===== config.mk =====
export PLATFORM = sky130hd
export DESIGN_NAME = fetch_queue
export DESIGN_NICKNAME = d
export VERILOG_FILES = /design/src/rtl/fetch_queue.sv
export SDC_FILE = /design/constraint.sdc
export NUM_CORES = 1
export LEC_CHECK = 0
export ABC_AREA = 1
export CAP_MARGIN = 20
export CORE_MARGIN = 2
export CORE_UTILIZATION = 55
export CTS_BUF_LIST = sky130_fd_sc_hd__clkbuf_4 sky130_fd_sc_hd__clkbuf_8 sky130_fd_sc_hd__clkbuf_16
export DETAILED_ROUTE_END_ITERATION = 6
export DONT_BUFFER_PORTS = 1
export HOLD_SLACK_MARGIN = 0.12
export PLACE_DENSITY_LB_ADDON = 0.2
export SYNTH_ARGS = -nofsm -noshare
export SYNTH_HDL_FRONTEND = slang
export SYNTH_SLANG_ARGS = --single-unit

===== constraint.sdc =====
create_clock -name SYS_clk -period 7.52 [get_ports SYS_clk]
set_clock_uncertainty 0.05 [all_clocks]
set_input_delay 0 -clock SYS_clk [delete_from_list [all_inputs] [get_ports SYS_clk]]
set_output_delay 0 -clock SYS_clk [all_outputs]
set_load 0.03 [all_outputs]

===== src/rtl/fetch_queue.sv =====
// Instruction-fetch front end: owns the fetch PC, queues returned words with their PC, and hands them to decode.
// Optional misaligned-redirect trap with HALT state is compiled in by defining FETCH_ALIGN_CHECK_EN.
module fetch_queue #(
  parameter logic [31:0] RESET_PC = 32'h0000_0000,
  parameter int unsigned DEPTH    = 4,
  parameter int unsigned CNT_W    = 3
) (
  input  logic             SYS_clk,
  input  logic             SYS_reset,
  output logic [31:0]      imem_pc,
  input  logic [31:0]      imem_instr,
  input  logic             redirect_valid,
  input  logic [31:0]      redirect_pc,
  output logic             out_valid,
  input  logic             out_ready,
  output logic [31:0]      out_instr,
  output logic [31:0]      out_pc,
  output logic [31:0]      out_pc_plus4,
  output logic [CNT_W-1:0] occupancy,
  output logic             misalign_fault
);

  localparam int unsigned PTR_W = (DEPTH > 1) ? $clog2(DEPTH) : 1;

  typedef struct packed {
    logic [31:0] pc;
    logic [31:0] instr;
  } entry_t;

  entry_t            mem [DEPTH];
  logic [31:0]       fetch_pc;
  logic [PTR_W-1:0]  rd_ptr;
  logic [PTR_W-1:0]  wr_ptr;
  logic [CNT_W-1:0]  count;
  logic              halted;
  logic              push;
  logic              pop;
  logic              not_full;
  logic [31:0]       redirect_aligned;
  entry_t            head;

  assign redirect_aligned = {redirect_pc[31:2], 2'b00};

`ifdef FETCH_ALIGN_CHECK_EN
  typedef enum logic {RUN, HALT} state_t;

  state_t state;
  logic   fault;

  // Misaligned redirect traps into HALT; only an aligned redirect (or reset) resumes fetch.
  always_ff @(posedge SYS_clk or posedge SYS_reset) begin
    if (SYS_reset) begin
      state <= RUN;
      fault <= 1'b0;
    end else if (redirect_valid) begin
      if (redirect_pc[1:0] != 2'b00) begin
        state <= HALT;
        fault <= 1'b1;
      end else begin
        state <= RUN;
        fault <= 1'b0;
      end
    end
  end

  assign halted         = (state == HALT);
  assign misalign_fault = fault;
`else
  logic unused_redirect_lsbs;

  assign unused_redirect_lsbs = ^redirect_pc[1:0];
  assign halted               = 1'b0;
  assign misalign_fault       = 1'b0;
`endif

  // Handshake qualifiers; a redirect masks both sides of the queue.
  assign not_full  = (count < CNT_W'(DEPTH));
  assign out_valid = (count != '0) & ~redirect_valid;
  assign pop       = out_valid & out_ready;
  assign push      = ~redirect_valid & ~halted & (not_full | pop);

  assign head         = mem[rd_ptr];
  assign out_instr    = head.instr;
  assign out_pc       = head.pc;
  assign out_pc_plus4 = head.pc + 32'd4;
  assign occupancy    = count;
  assign imem_pc      = fetch_pc;

  // Storage is intentionally not reset; contents are only observed behind out_valid.
  always_ff @(posedge SYS_clk) begin
    if (push) begin
      mem[wr_ptr] <= '{pc: fetch_pc, instr: imem_instr};
    end
  end

  // Fetch PC, pointers and occupancy; redirect takes priority over everything.
  always_ff @(posedge SYS_clk or posedge SYS_reset) begin
    if (SYS_reset) begin
      fetch_pc <= RESET_PC;
      rd_ptr   <= '0;
      wr_ptr   <= '0;
      count    <= '0;
    end else if (redirect_valid) begin
      fetch_pc <= redirect_aligned;
      rd_ptr   <= '0;
      wr_ptr   <= '0;
      count    <= '0;
    end else begin
      if (push) begin
        wr_ptr   <= wr_ptr + PTR_W'(1);
        fetch_pc <= fetch_pc + 32'd4;
      end
      if (pop) begin
        rd_ptr <= rd_ptr + PTR_W'(1);
      end
      case ({push, pop})
        2'b10:   count <= count + CNT_W'(1);
        2'b01:   count <= count - CNT_W'(1);
        default: count <= count;
      endcase
    end
  end

endmodule


== Word-level counts from Yosys, hierarchy flattened ==
Memories as Yosys holds them, arrays and structs flattened.
Cells that the tools add are included.
Storage, ports and cells
  register bits after elaboration: 39
  memories: 1
  output and inout port bits: 133
  input port bits: 68
  RAM bits: 256
  logic and storage cells: 33
Operators by class
  eq/ne operators: 2
  bitwise logic cells: 5
  reduce and logical (&&, ||, !) cells: 4
  mux-type cells: 10
  $add $sub $neg: 6
  $lt $le $gt $ge: 1
Memory list
  mem: words 4, width 64, rd ports 1, clocked after memory_dff 0, write ports 1, line 30  | entry_t mem [DEPTH];
Operator list (number)
  $add 32x3->32 const B: 2
  $mux 32: 2
  $mux 2: 4
  $pmux 3 s2: 1
  $reduce_bool 3->1: 2
  $add 2x1->2 const B: 2
  $reduce_bool 2->1: 2
  $add 3x1->3 const B: 1
  $and 1x1->1: 3
  $lt 3x3->1 const B: 1
  $mux 3: 1
  $sub 3x1->3 const B: 1
  $eq 2x1->1 const B: 1
  $eq 2x2->1 const B: 1
  $mux 1: 2
  $not 1->1: 1
  $or 1x1->1: 1

== Longest topological paths before layout ==
Gate-level depths: netlist of run 1.
  depth in word-level cells: 8
  gate-level depth with buffers: 15
  depth with buffers taken out: 13

== Worst setup path before layout of run 1 ==
OpenSTA, ideal clock, no wires.
  kind: flip-flop to flip-flop
  start point: register count[2], in the netlist occupancy[2]
  end point: memory mem[0][0] (netlist bit) (enable)
  data required time: 6.988 ns
  path buffers: 1
  period minus slack after synthesis: 4.808 ns
  path slack: 2.712 ns
  setup time: 0.482 ns
  arrival: 4.276 ns
  stages on the path, launching flop included: 8
  path through: dfrtp_1 > inv_1 > a21oi_2 > nand2_2 > nand2_2 > nand2_2 > clkbuf_1 > nor2_1
Between the ends
  word-level cells in the longest chain between the ends: 7
  elaborated cells on any way between the ends: 8
  classes of those cells: order compare: 1; mux: 2; bitwise: 4; reduce/logical: 1
RTL lines
  start, declared: line 34  | logic [CNT_W-1:0] count;
  start signal, assigned: line 117  | 2'b10: count <= count + CNT_W'(1);
  start signal, assigned: line 118  | 2'b01: count <= count - CNT_W'(1);
  start signal, assigned: line 119  | default: count <= count;
  $reduce_bool 3->1: line 78  | assign out_valid = (count != '0) & ~redirect_valid;
  $and 1x1->1: line 78
  via out_valid: line 14  | output logic out_valid,
  $and 1x1->1: line 79  | assign pop = out_valid & out_ready;
  $or 1x1->1: line 80  | assign push = ~redirect_valid & ~halted & (not_full | pop);
  $and 1x1->1: line 80
  $mux 1: line 91  | if (push) begin
  $mux 1 (implied by the code): line 92  | mem[wr_ptr] <= '{pc: fetch_pc, instr: imem_instr};
  end, declared: line 30
The timed path passes the listed nets, and every way through them passes these cells.

== Worst setup path in the final report of run 1 ==
  start point: register rd_ptr[1]
  end point: output out_pc_plus4[18]
Between the ends
  word-level cells in the longest chain between the ends: 2
RTL lines
  start, declared: line 32  | logic [PTR_W-1:0] rd_ptr;
  start signal, assigned: line 114  | rd_ptr <= rd_ptr + PTR_W'(1);
  $mem_v2 4x64
  via out_pc[2]: line 17  | output logic [31:0] out_pc,
  $add 32x3->32: line 85  | assign out_pc_plus4 = head.pc + 32'd4;
  end, declared: line 18  | output logic [31:0] out_pc_plus4,
The timed path passes the listed nets, and every way through them passes these cells.

==> flow_summary.yaml, run 1 <==
synthesis:
  synth_top_flop_cell: "edfxtp_1"
  synth_edf_count: 248
  synth-seq-cells: 285
  post-synth-top-area-fraction_pct: 55.5
  synthTopCellsByCount: "nand2_1, edfxtp_1, nor2_1, nand3_1, o21ai_0"
  async_flop_share_pct: 13.0
  synth.most_common_cell: "nand2_1"
  syn_area_per_cell_um2: 9.79
  ys_warn_count: 0
  synth_cell_type_count: 43
  synthTopCellsByArea: "edfxtp_1, nand2_1, dfrtp_1"
  synthCells: 1372
  seq_area_frac_synth_pct: 62.4
  synth_top_cell_by_area: "edfxtp_1"
  syn_area_um2: 13400
route:
  viasPerCell: 5.59
  wl_um: 33300
  routedWlPerCell_um: 18.3
  ant_nets: 0
  drt_iter0_drc: 890
  firstDrtPassIters: 5
  drc: 0
  via_count: 10155
finish:
  stdcell_area_um2: 15600
  drive_above_1_share_pct: 7.64
  regArea_um2: 8380
  diodes: 0
  fin_nets: 1546
  syn_to_final_growth_pct: 16.4
  multi_input_area_um2: 4430
  n_fill_cell: 1899
setup_path:
  worstRegToRegCells: 7
  cp_slowest_stage_delay_ns: 0.70
  critPathCapture: "out_pc_plus4[18]"
  ff2ff_setup_slack_ns: 3.59
  critPathMaxFanout: 84
  cpLargestDelayFamily: "buffers and inverters"
  endpoint_kind: "output port"
  cp_num_cells: 13
  r2r_end: "mem[3][11]$_DFFE_PP_"
  cp.required_ns: 7.47
  worst_path_max_delay_cell: "buf_4"
  crit_start: "rd_ptr[1]$_DFFE_PP0P_"
  critPathKind: "flop to output port"
  crit_buf_inv: 4
  crit_chain: "buf_4 -> inv_2 -> buf_4 -> nor2_1 -> o21ai_0 -> nand2_2 -> ha_1 -> inv_1 -> nor2_4 -> nand2_2 -> nor2_2 -> nand2_1 -> xor2_1"
  start_kind: "flop"
  crit_arrival_ns: 4.83
  rr_startpoint: "occupancy[2]$_DFFE_PP0P_"
power_and_ir_drop:
  cell_internal_pwr_mw: 3.14
  seqPwrFrac_pct: 42.7
  p_switching_mw: 2.23
  p_leak_nw: 6.05
  clockPowerShare_pct: 24.7
  swShare_pct: 41.6
  peakVddDrop_uv: 223
  powerDensity_nw_per_um2: 344
  p_comb_share_pct: 32.6
placed_design:
  dpl_cell_area_um2: 13600
  io_buffers: 0
  place.gp.congestion: 0.922
  hpwl_um: 20200
sta:
  timing.fmax_ghz: 0.205
  rsz0062_at_grt: "false"
  final_hold_viol_count: 0
  worstMarginPinSlew_ns: 1.02
  finalCritPeriodShare_pct: 64.9
  tns_ns: 0
  maxSlewViolCount: 0
  slew_headroom_pct: 32.0
  layout_min_cycle_time_ns: 4.88
  setup_violations: 0
clock_network:
  htree_levels: 1
  clk_pin_slew_ns: 0.06
  cts_root_buffer: "clkbuf_16"
  post_cts_buffers: 0
  numCtsBuffers: 28
  cts_sinks: 285
  clockBufferDepth: 3
  cts_tree: "built"
  clock_latency_ns: 0.54
global_routing:
  grt_pass1_wl_um: 52100
  gr-usage-all-layers_pct: 25.9
  grt_pass1_vias: 9525
  grt_max_degree: 127
  grt_antenna_before_repair: 0
  overflow: 0
floorplan:
  start_util_pct: 55.5
  core_area_um2: 24200
  die_y_um: 160
  die_w_um: 160
  pin_count: 201
  placementRows: 57
  fp.dieArea_um2: 25700
hold_path:
  hp-class: "input pin to flop"
  holdCritStartpoint: "redirect_pc[28]"
job:
  drv_cap: 0
outcome:
  status: "finished, final reports clean"
-- what timing repair did --
| action | CTS | global route |
|---|---|---|
| resized for setup | 0 | 0 |
| hold buffers | 111 | 0 |
| endpoints found under the hold margin | 203 | 0 |
-- state kept, by name, indices dropped and copies added (netlist names) --
name and count:
occupancy 3, imem_pc 30, mem 248, wr_ptr 2
rd_ptr 2
-- worst reg2reg max path, cell delays in order, from the launching register on --
cell and delay (ns):
dfrtp_1 0.62, inv_1 0.15, a21oi_2 0.44, nand2_2 0.21
nand2_2 0.19, nand2_2 0.35, nor2_4 0.91, buf_4 0.61
-- stage by stage --
step                setup WS [ns]  util, %  power (mW)  hold slack (ns)  std cells
finish                       2.64     64.7        5.37            0.136       1817
detailed placement           3.17     56.3        3.99          -0.0116       1653
global route                 2.34     64.7        5.64            0.140       1817
floorplan                    2.71        -        3.65           0.0139       1379
global placement             3.20     56.3        3.96          -0.0120       1653
CTS                          2.59     64.6        5.39            0.120       1816
-- kinds of logic (layout without fill, tap and decap cells) --
group	after synthesis	in the layout	share of synthesized area [%]
xor+xnor	23	23	1.50
compound gates	156	156	6.53
other cells	1	8	0.0279
flops	285	285	62.4
simple gates	758	758	23.8
fa+ha+maj	7	7	0.708
buf+inv	142	256	5.06
-- layer usage --
metal	track usage (%)	vias to the layer above	share of wire, %
met5	0	-	0
met4	7.58	0	2.4
met3	5.22	60	8.4
met2	41.6	412	46
met1	36.2	4842	43
li1	-	4841	-
-- power by group through the flow --
| stage | registers, mW | clock network, mW | logic (mW) |
|---|---|---|---|
| final | 2.29 | 1.33 | 1.75 |
| after global routing | 2.32 | 1.41 | 1.91 |
| after CTS | 2.29 | 1.35 | 1.74 |
| after detailed placement | 2.32 | 0 | 1.67 |
| after global placement | 2.31 | 0 | 1.65 |
| after floorplan | 2.24 | 0 | 1.41 |
-- cells in the final DEF (no fill, tap or decap), types with 7 or more instances in the layout --
master           n
edfxtp_1       248
clkbuf_16       28
buf_4           11
dlygate4sd3_1  111
o21ai_1          9
xor2_1          19
o21ai_0         83
a22oi_1         10
nand4_1         16
dfrtp_1         35
a21oi_1         10
nor2_4          10
nor3_1          11
nand2_1        422
inv_1           76
nor2_2          13
clkinv_1         7
o211ai_1         7
o22ai_1         32
nand3_1         90
conb_1           8
nand2_2         22
nor2_1         163
-- final cells by class --
cell class                      instances  area share [%]
Timing Repair Buffer                  123            7.81
Tap cell                              324            2.59
Sequential cell                       285            53.6
Clock inverter                         16           0.728
Inverter                               81            1.99
Clock buffer                           36            4.95
Multi-Input combinational cell        952            28.3
-- how the worst min path moves through the flow --
stage / to / slack (ns) / cells after the start
after floorplan: out_valid / 0.01 / 1
after global placement: imem_pc[3]$_DFFE_PP0N_ / -0.01 / 2
after detailed placement: occupancy[2]$_DFFE_PP0P_ / -0.01 / 2
after CTS: mem[0][5]$_DFFE_PP_ / 0.12 / 1
after global routing: mem[3][23]$_DFFE_PP_ / 0.14 / 1
final: imem_pc[28]$_DFFE_PP0N_ / 0.14 / 3
(Power assumes the default switching activity.)
==> run 2: changes to the inputs <==
--- a/config.mk
+++ b/config.mk
@@ -5,7 +5,7 @@
 export SDC_FILE = /design/constraint.sdc
 export NUM_CORES = 1
 export LEC_CHECK = 0
-export ABC_AREA = 1
+export ABC_AREA = 0
 export CAP_MARGIN = 20
 export CORE_MARGIN = 2
 export CORE_UTILIZATION = 55
==> constraint.sdc (replaced) <==
create_clock -name SYS_clk -period 4.65 [get_ports SYS_clk]
set_clock_uncertainty 0.05 [all_clocks]
set_input_delay 0 -clock SYS_clk [delete_from_list [all_inputs] [get_ports SYS_clk]]
set_output_delay 0 -clock SYS_clk [all_outputs]
set_load 0.03 [all_outputs]
==> run 2 against run 1 <==
Via count shrank 38%. Setup slack worse by 2.1 ns. First-iteration DRC count down 54%. Critical path depth decreased by 7. Total power up 44%. Hold slack got worse by 0.0011 ns. Core utilization is 1.6 points higher. Clock-buffer cell count up 7. Highest routed layer is now met5.
==> flow_summary.yaml, run 2 <==
synthesis:
  seq_area_frac_synth_pct: 71.1
  synth_edf_count: 248
  syn_area_per_cell_um2: 18.0
  ys_warn_count: 0
  synth_cell_type_count: 44
  synth_top_cell_by_area: "edfxtp_1"
  post-synth-top-area-fraction_pct: 63.2
  synthTopCellsByArea: "edfxtp_1, mux4_2, dfrtp_1"
  synth-seq-cells: 285
  synthCells: 655
  async_flop_share_pct: 13.0
  synthTopCellsByCount: "edfxtp_1, mux4_2, xnor2_1, nand2_1, dfrtp_1"
  syn_area_um2: 11800
  synth.most_common_cell: "edfxtp_1"
  synth_top_flop_cell: "edfxtp_1"
finish:
  drive_above_1_share_pct: 16.5
  top_register: "mem"
  syn_to_final_growth_pct: 18.2
  largest_register_ffs: 248
  utilization_pct: 66.3
  final_common_cell: "edfxtp_1"
  fin_nets: 833
  final_cells: 1056
  final_cell_mix: "edfxtp_1, dlygate4sd3_1, mux4_2"
  n_fill_cell: 1360
  stdcell_area_um2: 13900
route:
  ant_nets: 0
  via_count: 6263
  drc: 0
  wl_um: 24900
  drt_iter0_drc: 409
  firstDrtPassIters: 4
  viasPerCell: 5.93
  routedWlPerCell_um: 23.6
setup_path:
  crit_arrival_ns: 4.01
  critPathMaxFanout: 25
  cp.required_ns: 4.60
  critPathKind: "flop to output port"
  start_kind: "flop"
  endpoint_kind: "output port"
placed_design:
  dpl_cell_area_um2: 12000
  post-place-cells: 906
  hpwl_um: 14700
  place.gp.congestion: 0.809
  dpl_worst_slack_ns: 1.12
  io_buffers: 0
global_routing:
  grt_antenna_before_repair: 2
  grt_pass1_wl_um: 37500
  grt_max_degree: 71
  grt_pass1_vias: 6602
  overflow: 0
  gr-usage-all-layers_pct: 22.2
floorplan:
  die_y_um: 150
  core_area_um2: 21000
  placementRows: 53
  die_w_um: 150
  start_util_pct: 56.1
  pin_count: 201
  fp.dieArea_um2: 22600
clock_network:
  htree_levels: 1
  clock_latency_ns: 0.53
  clk_pin_slew_ns: 0.06
  numCtsBuffers: 29
  clockBufferDepth: 3
  cts_resized: 0
  cts_tree: "built"
  cts_root_buffer: "clkbuf_16"
  cts_sinks: 285
sta:
  worst_slack_ns: 0.585
  slew_headroom_pct: 32.4
  finalCritPeriodShare_pct: 87.4
  setup_violations: 0
  timing.fmax_ghz: 0.246
  whs_ns: 0.135
  tns_ns: 0
  maxSlewViolCount: 0
  layout_min_cycle_time_ns: 4.06
  final_hold_viol_count: 0
  worstMarginPinSlew_ns: 1.01
  rsz0062_at_grt: "false"
power_and_ir_drop:
  peakVddDrop_uv: 403
  powerDensity_nw_per_um2: 555
  p_leak_nw: 4.63
  total_power_mw: 7.74
hold_path:
  hp-class: "input pin to flop"
outcome:
  status: "finished, final reports clean"
job:
  drv_cap: 0
run 2: layer usage:
metal	global-route usage (%)	vias to the layer above	share of wire, %
met4	6.27	2	2.4
met2	38.4	214	52
li1	-	2758	-
met3	5.52	48	7.2
met1	27.9	3241	39
met5	0	-	0.052
run 2: cells by family (layout without fill, tap and decap cells):
group / Yosys count / after routing / synth area share, %
flops: 285 / 285 / 71.1
mux: 63 / 63 / 12.3
other cells: 1 / 9 / 0.0318
simple gates: 146 / 146 / 7.08
xor+xnor: 59 / 59 / 4.39
buf+inv: 53 / 171 / 2.47
compound gates: 41 / 41 / 1.91
fa+ha+maj: 7 / 7 / 0.807
run 2: path summary, 6_finish.rpt:
path	from	to	slack (ns)	cells after the start
worst max-delay path	rd_ptr[1]$_DFFE_PP0P_	out_pc_plus4[18]	0.59	6
worst min-delay path	redirect_pc[28]	imem_pc[28]$_DFFE_PP0N_	0.14	3
worst max register to register	imem_pc[8]$_DFFE_PP0N_	imem_pc[31]$_DFFE_PP0N_	1.87	5
worst min register to register	wr_ptr[0]$_DFFE_PP0N_	wr_ptr[0]$_DFFE_PP0N_	0.58	2
max in group asynchronous	SYS_reset	rd_ptr[0]$_DFFE_PP0P_	3.61	4
min in group asynchronous	SYS_reset	occupancy[1]$_DFFE_PP0P_	0.53	4
run 2: cell type report:
type | instances | area [um^2] | area share (%)
antenna | 1 | 2.50 | 0.0180
clock buffer | 43 | 862 | 6.19
clock inverter | 10 | 104 | 0.745
inverter | 15 | 56.3 | 0.404
multi-input combinational | 324 | 3160 | 22.6
sequential | 285 | 8380 | 60.1
tap | 275 | 344 | 2.47
timing repair buffer | 103 | 1030 | 7.40
run 2: worst max-delay path, cell delays in order, from the launching register on:
cell and delay, ns:
dfrtp_2 0.78, mux4_2 0.52, ha_1 0.25, and4_1 0.47
nor3b_4 0.65, nand4_1 0.20, xnor2_1 0.60
run 2: repair_timing:
item | CTS | global route
setup endpoints to repair | 0 | 0
buffers inserted | 0 | 0
endpoints found under the hold margin | 203 | 0
hold buffers | 96 | 0
run 2: report_power, final:
group	internal (mW)	switching (mW)
combinational	0.612	1.44
clock	1.39	0.898
sequential	3.12	0.280
total	5.12	2.62
